==> config.mk <==
export PLATFORM = sky130hd
export DESIGN_NAME = dvp_gray_scale
export DESIGN_NICKNAME = d
export VERILOG_FILES = /design/src/rtl/dvp_gray_scale.sv
export SDC_FILE = /design/constraint.sdc
export NUM_CORES = 1
export LEC_CHECK = 0
export CELL_PAD_IN_SITES_DETAIL_PLACEMENT = 0
export CELL_PAD_IN_SITES_GLOBAL_PLACEMENT = 2
export CORE_ASPECT_RATIO = 1.4
export CORE_MARGIN = 2
export CORE_UTILIZATION = 41
export DETAILED_ROUTE_END_ITERATION = 8
export PLACE_DENSITY_LB_ADDON = 0.3
export RECOVER_POWER = 25
export SLEW_MARGIN = 10
export SYNTH_ARGS = -nofsm -noshare
export SYNTH_HDL_FRONTEND = slang
export SYNTH_SLANG_ARGS = --single-unit
==> constraint.sdc <==
create_clock -name clk -period 8.3 [get_ports clk]
set_clock_uncertainty 0.05 [all_clocks]
set_input_delay 1.66 -clock clk [delete_from_list [all_inputs] [get_ports clk]]
set_output_delay 1.66 -clock clk [all_outputs]
set_load 0.02 [all_outputs]
==> src/rtl/dvp_gray_scale.sv <==
// RGB565 to 8-bit luminance converter: two-stage valid/ready pipeline plus a delivered-pixel counter.
// Define DVP_GRAY_SCALE_ROUND_EN to round to nearest instead of truncating.
module dvp_gray_scale #(
  parameter int unsigned RGB_PXL_W = 16,
  parameter int unsigned GS_PXL_W  = 8,
  parameter int unsigned CNT_W     = 24
) (
  input  logic                 clk,
  input  logic                 rst_n,
  input  logic [RGB_PXL_W-1:0] rgb_pxl_i,
  input  logic                 rgb_pxl_vld_i,
  output logic                 rgb_pxl_rdy_o,
  output logic [GS_PXL_W-1:0]  gs_pxl_o,
  output logic                 gs_pxl_vld_o,
  input  logic                 gs_pxl_rdy_i,
  input  logic                 cnt_clr_i,
  output logic [CNT_W-1:0]     gs_pxl_cnt_o
);

`ifdef DVP_GRAY_SCALE_ROUND_EN
  localparam logic [15:0] RND = 16'd128;
`else
  localparam logic [15:0] RND = 16'd0;
`endif

  logic [7:0]  r8, g8, b8;
  logic [15:0] p_r, p_g, p_b;
  logic [15:0] sum;
  logic        s1_vld;
  logic        s1_load, s2_load;
  logic        in_xfer, out_xfer;

  always_comb begin
    r8       = {rgb_pxl_i[15:11], rgb_pxl_i[15:13]};
    g8       = {rgb_pxl_i[10:5],  rgb_pxl_i[10:9]};
    b8       = {rgb_pxl_i[4:0],   rgb_pxl_i[4:2]};
    sum      = p_r + p_g + p_b + RND;
    s2_load  = !gs_pxl_vld_o || gs_pxl_rdy_i;
    s1_load  = !s1_vld || s2_load;
    // Equivalent to !s1_vld | !s2_vld | gs_pxl_rdy_i; independent of rgb_pxl_vld_i.
    rgb_pxl_rdy_o = s1_load;
    in_xfer  = rgb_pxl_vld_i && rgb_pxl_rdy_o;
    out_xfer = gs_pxl_vld_o && gs_pxl_rdy_i;
  end

  always_ff @(posedge clk or negedge rst_n) begin
    if (!rst_n) begin
      s1_vld <= 1'b0;
      p_r    <= '0;
      p_g    <= '0;
      p_b    <= '0;
    end else if (s1_load) begin
      s1_vld <= in_xfer;
      if (in_xfer) begin
        p_r <= 16'd77  * {8'd0, r8};
        p_g <= 16'd150 * {8'd0, g8};
        p_b <= 16'd29  * {8'd0, b8};
      end
    end
  end

  always_ff @(posedge clk or negedge rst_n) begin
    if (!rst_n) begin
      gs_pxl_vld_o <= 1'b0;
      gs_pxl_o     <= '0;
    end else if (s2_load) begin
      gs_pxl_vld_o <= s1_vld;
      if (s1_vld) begin
        gs_pxl_o <= sum[15:8];
      end
    end
  end

  always_ff @(posedge clk or negedge rst_n) begin
    if (!rst_n) begin
      gs_pxl_cnt_o <= '0;
    end else if (cnt_clr_i) begin
      gs_pxl_cnt_o <= '0;
    end else if (out_xfer) begin
      gs_pxl_cnt_o <= gs_pxl_cnt_o + CNT_W'(1);
    end
  end

endmodule
# Word level (Yosys, flattened, before mapping)
# Cells that the tools add are included.
# totals
register_bits	77
inputBits	21
out_inout_bits	34
# op_classes
addsub	3
n_mul	3
muxes	2
n_reduce_logical	9
# op_table
operator	n
$mux W24	2
$mul A7 B8 Y15 const A	2
$add A24 B1 Y24 const B	1
$add A15 B16 Y16	1
$add A16 B13 Y16	1
$mul A5 B8 Y13 const A	1
$reduce_and A2 Y1	2
$logic_and A1 B1 Y1	2
$logic_not A1 Y1	2
$logic_or A1 B1 Y1	2
$reduce_bool A2 Y1	1

# Logic depth before layout (Yosys ltp)
# depth
word_depth	5
ltp_mapped	14
mapped_depth_nobuf	14

# Least setup slack after synthesis
# OpenSTA, ideal clock, no wires.
# synth_path
path_type	input -> register
from	input rgb_pxl_i[7]
to	register p_g[14]
arrival_ps	4650
t_required_ps	8130
path_slack_ps	3480
path_stages	12
path_cell_list	ha_1 > ha_1 > inv_1 > fa_1 > fa_1 > inv_1 > ha_1 > o2111ai_1 > o21ai_1 > o311a_1 > or3_1 > a41o_1
# synth_between
elab_chain_cells	1
# synth_rtl
item	line	rtl
start: declaration	10	input logic [RGB_PXL_W-1:0] rgb_pxl_i,
$mul A7 B8 Y15	56	p_g <= 16'd150 * {8'd0, g8};
end signal: assignment	56	
end: declaration	27	logic [15:0] p_r, p_g, p_b;
# No other way between the ends.
# A chain may end at the register's enable or synchronous reset.

# Worst setup path in the final report
# layout_path
from	input rgb_pxl_i[3]
to	register p_b[11]
# layout_between
elab_chain_cells	1
# layout_rtl
item	line	rtl
$mul A5 B8 Y13	57	p_b <= 16'd29 * {8'd0, b8};
end signal: assignment	57	
end: declaration	27	
# No other way between the ends.

==> metrics.txt <==
unique cell type count in the Yosys netlist=57; placed cell areas=roughly 7300 sq um; final net count=between 800 and 900; mean number of vias per cell=between 5 and 6; average instance area after synthesis=between 9 and 10 sq um; top post-synthesis cells by count=ha_1, inv_1, dfrtp_1, o21ai_0, nand2_1; Post-CTS Setup Repair Bufs=0; number of pins exceeding their max-slew limit in the final report=80; unrepaired setup endpoints after global routing=no; DIE AREA=17100 sq um; CTS Hold Buffers Added=0; Area Growth Syn to Fin=15.7%; post-synth top area share=29.3%; Std-Cell Core Area=between 15000 and 20000 sq um; width of the die=around 110 um; total power of the final layout=approximately 0.0021 W; number of global-route vias before repair=just over 5000; Max transition margin=-58.0%; net count of the mapped netlist=about 850; count of synthesis-stage warnings from yosys=0; worst-skew pair later-pin latency=between 0.3 and 0.4 ns; leading register cell type out of synthesis=dfrtp_1; cell types occupying the most area after synthesis=dfrtp_1, ha_1, fa_1, inv_1, o21ai_0; Syn Std Cell Area=6570 sq um; TritonCTS Buffers=9; most numerous cell in the Yosys netlist=ha_1; Power Dens Cells=roughly 280 nW/um^2; ports placed on the boundary=55; post-DP HPWL=11200 um; Num Clock Sinks=slightly below 80; final antenna-violating net count=0; GP Congestion=between 0.8 and 0.9; Inserted Diodes=0; Rows=54; I/O Buffers=54; failing checks=max-capacitance violations, max-slew violations; maximum net fanout on the critical path=5; number of max-cap violations=2; # setup viols final=0; Worst-Margin Slew=2.37 ns; Data required, critical path=around 8.5 ns; share of synthesized area occupied by flip-flops and latches=between 20% and 30%; Hold Violations, Final=0; detailed-router iteration count before antenna repair=4; largest area contributor in the netlist=dfrtp_1; clock-pin slew on the worst setup and hold paths=0.06 ns; Leakage Power=between 3 and 4 nW; wire length of the first global-routing pass=24500 um; number of cells upsized or downsized after cts=0; pin count of the biggest net entering global routing=52; effective utilization at floorplan=between 40% and 50%; number of flops mapped to enable cells by yosys=0; IR Drop Worst-Case VDD=0.000125 V; critical path endpoint category=flip-flop; CTS tree=done; chip height=154 um; status=finished, violations left; DR DRC count=0; level count of the clock H-tree=3; Worst Path Arrival=about 5.5 ns; total wire length after detailed routing=around 14000 um; fraction of the cycle the final worst path needs=63.8%; detailed-route wire length per cell=between 10 and 15 um; count of routing violations after the opening detailed-route iteration=between 150 and 200; final core utilization=~49%; WS Path Type=input port to flip-flop; Overall Global Routing Usage=between 10% and 20%; gr ovfl total=0; maximum achievable frequency=~190 MHz; cell at the root of the clock tree=clkbuf_16; post-synthesis async set-or-reset flop share=between 90% and 100%; post-synthesis sequential element count=between 70 and 80; CP startpoint kind=input port; post-synthesis instance total=676; final total negative setup slack=0 ns; routed via count=around 4700; minimum period implied by the final worst setup slack=between 5 and 6 ns; number of antenna violations at the first check in global routing=0; fraction of final layout cells sized beyond drive strength 1=4.37%; CTS Buffer Depth=2; worst min-delay path category=flip-flop to flip-flop; post-route cell area=7600 sq um
flip-flops by register name (all words and copies together) (netlist names):
name,count
gs_pxl_cnt_o,24
gs_pxl_o,8
gs_pxl_vld_o,1
p_b,13
p_g,15
p_r,15
s1_vld,1
path summary, 6_finish.rpt:
path | startpoint | slack, ns | depth (start not counted) | to
setup / recovery | rgb_pxl_i[3] | 3.00 | 15 | p_b[11]
setup reg to reg | p_r[3] | 5.30 | 11 | gs_pxl_o[7]
hold reg to reg | s1_vld | 0.43 | 1 | gs_pxl_vld_o
max in group asynchronous | rst_n | 3.34 | 2 | gs_pxl_o[6]
hold / removal | s1_vld | 0.43 | 1 | gs_pxl_vld_o
min in group asynchronous | rst_n | 1.81 | 1 | p_r[3]
cell families (layout without fill, tap and decap cells):
logic type,Yosys count,after routing,share of synthesized area (%)
muxes,12,12,2.04
and+or+nand+nor,162,162,12.3
DFF,77,77,29.3
xor gates and xnor gates,43,43,5.74
buffers and inverters,104,161,6.08
AOI/OAI and AO/OA,129,129,12.0
adders and majority gates,149,149,32.5
power by group:
part,internal [W],leakage (nW),switching [W],total [W]
sequential,0.000476,0.975,0.0000820,0.000558
combinational,0.000519,2.56,0.000646,0.00116
clock,0.000250,0.150,0.000153,0.000402
total,0.00124,3.68,0.000880,0.00212
metrics by stage:
step                worst slack (ns)  std cells  hold slack [ns]
CTS                             2.99        929            0.436
finish                          3.00        929            0.432
floorplan                       3.48        676            0.399
detailed placement              2.65        913            0.426
global placement                2.72        913            0.416
global route                    2.51        929            0.467
placed cells by master (no fill, tap or decap), types with 3 or more instances in the layout:
cell and instances:
o21bai_1 3, nand3_1 12, inv_1 89, a211oi_1 6, nor3_1 13, nand3b_1 3, o21ai_0 54, nand2_1 52
o31ai_1 6, a21oi_1 24, fa_1 36, dfrtp_1 77, clkdlybuf4s50_1 52, nand4_1 5, nor3b_1 6, mux2_2 11
a21o_1 10, nor2b_1 3, clkbuf_1 4, xor2_1 25, or3_1 8, and3_1 5, nand2b_1 8, nor2_1 34
clkbuf_16 9, o21a_1 5, ha_1 113, xnor2_1 18
critical path, cell delays in order:
cell and delay [ns]:
clkdlybuf4s50_1 0.60, inv_1 0.20, fa_1 0.53, inv_1 0.04
ha_1 0.28, ha_1 0.31, xor2_1 0.17, ha_1 0.35
nor2b_1 0.14, o21ai_0 0.19, a21oi_1 0.12, o21ai_0 0.20
a21boi_0 0.16, or4_1 0.48, nand3_1 0.09
per-layer routing:
layer	track usage (%)	part of all wire, %	routed length [um]
met5	0	0	0
met1	20.1	42	5860
met2	32.8	52	7230
met3	2.13	1.6	222
met4	7.56	3.5	482
final cells by class:
type,instances,area [sq um]
multi-input cells,495,4240
flip-flops and latches,77,1930
fillers,1468,8010
clock buffers,13,260
repair buffers,56,546
well taps,196,245
inverters,89,334
clock inverters,3,43.8
(Power assumes the default switching activity.)
